--- src/rtl/game_pkg.sv ---
// Shared shooter constants: sprite geometry, screen limits and the packed
// {x, y} position format used by the bullet pools and the collision stage.
package game_pkg;

    localparam int MAX_PLAYER_BULLET = 4;

    localparam int BULLET_WIDTH    = 4;
    localparam int BULLET_HEIGHT   = 8;
    localparam int PLAYER_WIDTH    = 32;
    localparam int PLAYER_CENTER_Y = 440;

    localparam int SCREEN_W = 640;
    localparam int PARK_X   = 640;

    localparam int X_W   = 10;
    localparam int Y_W   = 9;
    localparam int POS_W = X_W + Y_W;

    typedef enum logic {
        SLOT_FREE   = 1'b0,
        SLOT_ACTIVE = 1'b1
    } slotState_e;

    // Off-screen to the right: x + BULLET_WIDTH never reaches a visible pixel.
    localparam logic [POS_W-1:0] PARK_POS = {X_W'(PARK_X), Y_W'(0)};

    function automatic logic [POS_W-1:0] packPos(input logic [X_W-1:0] x,
                                                 input logic [Y_W-1:0] y);
        return {x, y};
    endfunction

endpackage

--- src/rtl/game_free_slot_finder.sv ---
// Lowest-index priority encoder over a free-slot mask; shared by the player
// and enemy bullet pools.
module game_free_slot_finder #(
    parameter int N     = 4,
    parameter int IDX_W = (N > 1) ? $clog2(N) : 1
) (
    input  logic [N-1:0]     freeMask,
    output logic [IDX_W-1:0] freeIdx,
    output logic             found
);

    // Scan from the top so the lowest set bit is the last one written.
    always_comb begin
        freeIdx = '0;
        found   = 1'b0;
        for (int k = N - 1; k >= 0; k--) begin
            if (freeMask[k]) begin
                freeIdx = IDX_W'(k);
                found   = 1'b1;
            end
        end
    end

endmodule

--- src/rtl/game_player_bullet.sv ---
// Player-bullet pool: spawns from the player on fire, moves bullets up once
// per frame, and retires them off the top of the screen or on a collision hit.
module game_player_bullet #(
    parameter int MAX_PLAYER_BULLET = game_pkg::MAX_PLAYER_BULLET,
    parameter int BULLET_SPEED      = 4,
    parameter int FIRE_COOLDOWN     = 8
) (
    input  logic                                        i_Clk,
    input  logic                                        i_Rst,
    input  logic                                        i_FrameTick,
    input  logic                                        i_Clear,
    input  logic                                        i_Fire,
    input  logic [game_pkg::X_W-1:0]                    i_PlayerX,
    input  logic [MAX_PLAYER_BULLET-1:0]                i_BulletHit,
    output logic [game_pkg::POS_W*MAX_PLAYER_BULLET-1:0] o_BulletPos,
    output logic [MAX_PLAYER_BULLET-1:0]                o_BulletValid,
    output logic                                        o_FireEvent
);

    import game_pkg::*;

    localparam int CD_W  = (FIRE_COOLDOWN > 0) ? $clog2(FIRE_COOLDOWN + 1) : 1;
    localparam int IDX_W = (MAX_PLAYER_BULLET > 1) ? $clog2(MAX_PLAYER_BULLET) : 1;

    localparam logic [X_W-1:0] SPAWN_X_OFS = X_W'((PLAYER_WIDTH - BULLET_WIDTH) / 2);
    localparam logic [Y_W-1:0] SPAWN_Y     = Y_W'(PLAYER_CENTER_Y - BULLET_HEIGHT);
    localparam logic [Y_W-1:0] SPEED_Y     = Y_W'(BULLET_SPEED);

    slotState_e               slotState     [MAX_PLAYER_BULLET];
    slotState_e               slotStateNext [MAX_PLAYER_BULLET];
    logic [POS_W-1:0]         slotPos       [MAX_PLAYER_BULLET];
    logic [POS_W-1:0]         slotPosNext   [MAX_PLAYER_BULLET];
    logic [CD_W-1:0]          cooldown;
    logic [CD_W-1:0]          cooldownNext;
    logic                     fireEvent;
    logic                     fireEventNext;

    logic [MAX_PLAYER_BULLET-1:0] validVec;
    logic [MAX_PLAYER_BULLET-1:0] freeVec;
    logic [MAX_PLAYER_BULLET-1:0] hitMask;
    logic [IDX_W-1:0]             freeIdx;
    logic                         freeFound;
    logic                         spawn;

    always_comb begin
        validVec = '0;
        for (int k = 0; k < MAX_PLAYER_BULLET; k++) begin
            validVec[k] = (slotState[k] == SLOT_ACTIVE);
        end
    end

    // Free mask is taken from the registered state, so a slot retired this
    // cycle is not visible as free until the next one.
    assign freeVec = ~validVec;
    assign hitMask = i_BulletHit & validVec;

    game_free_slot_finder #(
        .N     (MAX_PLAYER_BULLET),
        .IDX_W (IDX_W)
    ) u_freeSlotFinder (
        .freeMask (freeVec),
        .freeIdx  (freeIdx),
        .found    (freeFound)
    );

    assign spawn = i_FrameTick && (cooldown == '0) && i_Fire && freeFound;

    always_comb begin
        cooldownNext  = cooldown;
        fireEventNext = spawn;
        if (i_FrameTick) begin
            if (cooldown != '0) begin
                cooldownNext = cooldown - 1'b1;
            end else if (spawn) begin
                cooldownNext = CD_W'(FIRE_COOLDOWN);
            end
        end

        for (int k = 0; k < MAX_PLAYER_BULLET; k++) begin
            slotStateNext[k] = slotState[k];
            slotPosNext[k]   = slotPos[k];
            // A hit wins over movement: the bullet retires where it is.
            if (hitMask[k]) begin
                slotStateNext[k] = SLOT_FREE;
                slotPosNext[k]   = PARK_POS;
            end else if (validVec[k] && i_FrameTick) begin
                if (slotPos[k][Y_W-1:0] < SPEED_Y) begin
                    slotStateNext[k] = SLOT_FREE;
                    slotPosNext[k]   = PARK_POS;
                end else begin
                    slotPosNext[k] = packPos(slotPos[k][POS_W-1:Y_W],
                                             slotPos[k][Y_W-1:0] - SPEED_Y);
                end
            end
            if (spawn && (freeIdx == IDX_W'(k))) begin
                slotStateNext[k] = SLOT_ACTIVE;
                slotPosNext[k]   = packPos(i_PlayerX + SPAWN_X_OFS, SPAWN_Y);
            end
        end
    end

    always_ff @(posedge i_Clk) begin
        if (i_Rst || i_Clear) begin
            for (int k = 0; k < MAX_PLAYER_BULLET; k++) begin
                slotState[k] <= SLOT_FREE;
                slotPos[k]   <= PARK_POS;
            end
            cooldown  <= '0;
            fireEvent <= 1'b0;
        end else begin
            for (int k = 0; k < MAX_PLAYER_BULLET; k++) begin
                slotState[k] <= slotStateNext[k];
                slotPos[k]   <= slotPosNext[k];
            end
            cooldown  <= cooldownNext;
            fireEvent <= fireEventNext;
        end
    end

    always_comb begin
        o_BulletPos = '0;
        for (int k = 0; k < MAX_PLAYER_BULLET; k++) begin
            o_BulletPos[k*POS_W +: POS_W] = slotPos[k];
        end
    end

    assign o_BulletValid = validVec;
    assign o_FireEvent   = fireEvent;

endmodule

--- config.mk ---
export PLATFORM = sky130hd
export DESIGN_NAME = game_player_bullet
export DESIGN_NICKNAME = d
export VERILOG_FILES = /design/src/rtl/game_pkg.sv /design/src/rtl/game_free_slot_finder.sv /design/src/rtl/game_player_bullet.sv
export SDC_FILE = /design/constraint.sdc
export NUM_CORES = 1
export LEC_CHECK = 0
export ABC_AREA = 1
export BUFFER_PORTS_ARGS = -buffer_cell sky130_fd_sc_hd__buf_2
export CELL_PAD_IN_SITES_DETAIL_PLACEMENT = 1
export CELL_PAD_IN_SITES_GLOBAL_PLACEMENT = 1
export CORE_UTILIZATION = 40
export DETAILED_ROUTE_END_ITERATION = 6
export PLACE_DENSITY = 0.91
export SLEW_MARGIN = 30
export SYNTH_ARGS = -nofsm -noshare
export SYNTH_HDL_FRONTEND = slang
export SYNTH_HIERARCHICAL = 1
export SYNTH_SLANG_ARGS = --single-unit
--- constraint.sdc ---
create_clock -name i_Clk -period 3.5 [get_ports i_Clk]
set_input_delay 0.35 -clock i_Clk [delete_from_list [all_inputs] [get_ports i_Clk]]
set_output_delay 0.35 -clock i_Clk [all_outputs]
set_load 0.01 [all_outputs]
==> results.toml <==
[setup_path]
critPathMaxFanout = 15
end_kind = "register"
critPathCapture = "slotPos[2][18]$_SDFFE_PP1P_"
cp.required_ps = 3750
r2r_start = "slotState[0]$_SDFF_PP0_"
criticalPathCategory = "register to register"
cp_common_cell = "inv_1"
crit_buf_inv = 3
rrSetupSlack_ps = 1120
cp_data_arrival_time_ps = 2630
path_cells = "inv_1 > nor3_1 > inv_1 > nor2_1 > nand4_2 > inv_2 > nand3_1 > o21ai_1 > nand2_1"
r2r_cells = 9
startpoint_type = "register"
crit_path_max_incr_delay_ps = 460
crit_slowest_cell = "nor3_1"
cp_num_cells = 9
critPathLaunch = "slotState[0]$_SDFF_PP0_"
path_delay_family = "simple AND/OR/NAND/NOR gates"
timing.rr.end = "slotPos[2][18]$_SDFFE_PP1P_"

[timing]
max_slew_margin_pct = 44.4
report.final.slew_viol_count = 0
rsz0062_at_grt = "no"
fin_hold_ws_ps = 315
setup_viol = 0
fin_crit_sh_pct = 68.1
finClkSkew_ps = 10.5
setup_tns_ps = 0
finalHoldViolCount = 0
fmax_mhz = 419
fin_crit_ps = 2380
worst_slew_pin_slew_ps = 832

[floorplanning]
core-area_mm2 = 0.00982
dieArea_mm2 = 0.0106
ioPinCount = 100
start_util_pct = 41.6
fp.dieW_um = 103
placementRows = 36
fp.dieH_um = 103

[final_layout]
drive_above_1_share_pct = 18.8
area_growth_pct = 17.1
fillers = 1348
final_nets = 707
antennaDiodeCount = 0

[run_status]
status = "finished clean"

[clocking]
path_clk_slew_ps = 80
clockRootBuffer = "clkbuf_8"
cts_hold_buf = 0
clock_path_buffers = 2
cts_buffers = 9
cts_resized = 0
cts_max_level = 3
clock-sinks = 77
worstSkewPairLatency_ps = 370
cts_tree = "yes"
post_cts_buffers = 0

[logic_synthesis]
seq_area_frac_synth_pct = 37.8
ys_ff_latch = 77
ys_warn_count = 6
synthCells = 603
syn_area_per_cell_um2 = 6.77
synth_area_mm2 = 0.00408
yosysUniqueCellTypes = 34

[detailed_routing]
drt_wl_total_mm = 13.3
vias = 4346
avgRoutedWirePerCell_um = 16.2
dr.pass1.iters = 4
ant_nets = 0
drt_iter0_drc = 191
drc_errors = 0
via_per_inst = 5.29

[placed_design]
io_buffers = 91
dpl.hpwl_mm = 9.29
gp_congestion = 0.840

[global_routing]
grt_max_degree = 46
overflow = 0
grt_use_total_pct = 26.1
grt_pass1_vias = 4325
antenna_found_initial = 0
grt_pass1_wl_mm = 21.2

[flow_run]
max_cap_viol_count = 0

[power_and_ir_drop]
ir_drop_uv = 186
p_per_area_mw_per_mm2 = 384
leakage_uw = 0.00244

[hold_path]
worstHoldStart = "i_PlayerX[0]"
hold_class = "primary input to register"
cells in the mapped netlist, drive strengths merged:
cell,n,area [µm²]
a21o,1,7.51
a211oi,4,30.0
clkbuf,8,30.0
inv,68,255
o21ai,23,115
a31oi,3,18.8
ha,5,62.6
dfxtp,77,1540
o21bai,2,15.0
conb,1,3.75
a21oi,45,229
nand4,46,294
nand2,133,539
buf,22,156
o211ai,1,7.51
nor2,111,448
nand3,34,188
xor2,9,78.8
nor3,6,30.0
xnor2,2,17.5
and3,2,12.5
worst min-delay path, delay by kind of cell:
family,cells,cell delay [ps]
AOI/OAI and AO/OA,1,60
and+or+nand+nor,1,80
buffers and inverters,1,150
layer usage:
metal	vias to the layer above	share of wire [%]	track usage, %	wire, µm
met2	125	49	43.3	6500
met1	2089	44	33.7	5820
met3	29	5.1	3.59	677
met4	0	2.5	11.6	338
li1	2103	-	-	-
met5	-	0	0	0
metrics by stage:
step / util (%) / instance area, µm² / cells / power [µW] / worst slack (ps)
after floorplan: - / 4110 / 610 / 1010 / 1860
after global placement: 46.4 / 4550 / 805 / 1050 / 1470
after detailed placement: 46.4 / 4550 / 805 / 1060 / 1340
after CTS: 48.6 / 4780 / 821 / 1840 / 1160
after global routing: 48.6 / 4780 / 821 / 1890 / 867
final: 48.6 / 4780 / 821 / 1830 / 1120
logic make-up (layout without fill, tap and decap cells):
family	count (synthesis)	after routing	share of synthesized area [%]
AO/OA/AOI/OAI	79	79	10.4
XOR/XNOR	11	11	2.36
adder cells (fa/ha/maj)	5	5	1.53
buffers and inverters	98	176	10.8
flip-flops	77	77	37.8
other	1	8	0.0919
AND/OR/NAND/NOR	332	332	37.0
worst min-delay path by stage:
stage                                             end  slack (ps)  cells after the start
after global placement    slotPos[3][18]$_SDFFE_PP1P_         450                      2
after global routing       slotPos[0][9]$_SDFFE_PP0P_         310                      3
after detailed placement  slotPos[3][18]$_SDFFE_PP1P_         460                      2
after floorplan              cooldown[3]$_SDFFE_PP0P_         490                      2
after CTS                  slotPos[0][9]$_SDFFE_PP0P_         310                      3
final                      slotPos[0][9]$_SDFFE_PP0P_         310                      3
state kept, by name, summed over array words and instances, names as in the netlist:
register / count
slotPos: 68
slotState: 4
cooldown: 4
o_FireEvent: 1
power breakdown:
group / internal, µW / total [µW] / leakage, µW / switching (µW)
Combinational: 42.6 / 152 / 0.00170 / 109
Sequential: 883 / 891 / 0.000621 / 7.66
Clock: 439 / 791 / 0.000116 / 352
Total: 1360 / 1830 / 0.00244 / 469
cells in the final DEF, fill, tap and decap left out, drive strengths merged, types with 4 or more instances in the layout:
| cell | instances |
|---|---|
| nand2 | 133 |
| dfxtp | 77 |
| xor2 | 9 |
| nor2 | 111 |
| a211oi | 4 |
| buf | 92 |
| nor3 | 6 |
| conb | 8 |
| a21oi | 45 |
| clkbuf | 12 |
| o21ai | 23 |
| nand4 | 46 |
| ha | 5 |
| inv | 68 |
| nand3 | 34 |
cell type report:
class                           count  area (µm²)  area share, %
Clock buffer                       12         155           3.25
Timing Repair Buffer               92         463           9.69
Clock inverter                      4        70.1           1.47
Inverter                           68         255           5.34
Sequential cell                    77        1540           32.3
Tap cell                          133         166           3.48
Multi-Input combinational cell    435        2130           44.5
(Power assumes the default switching activity.)
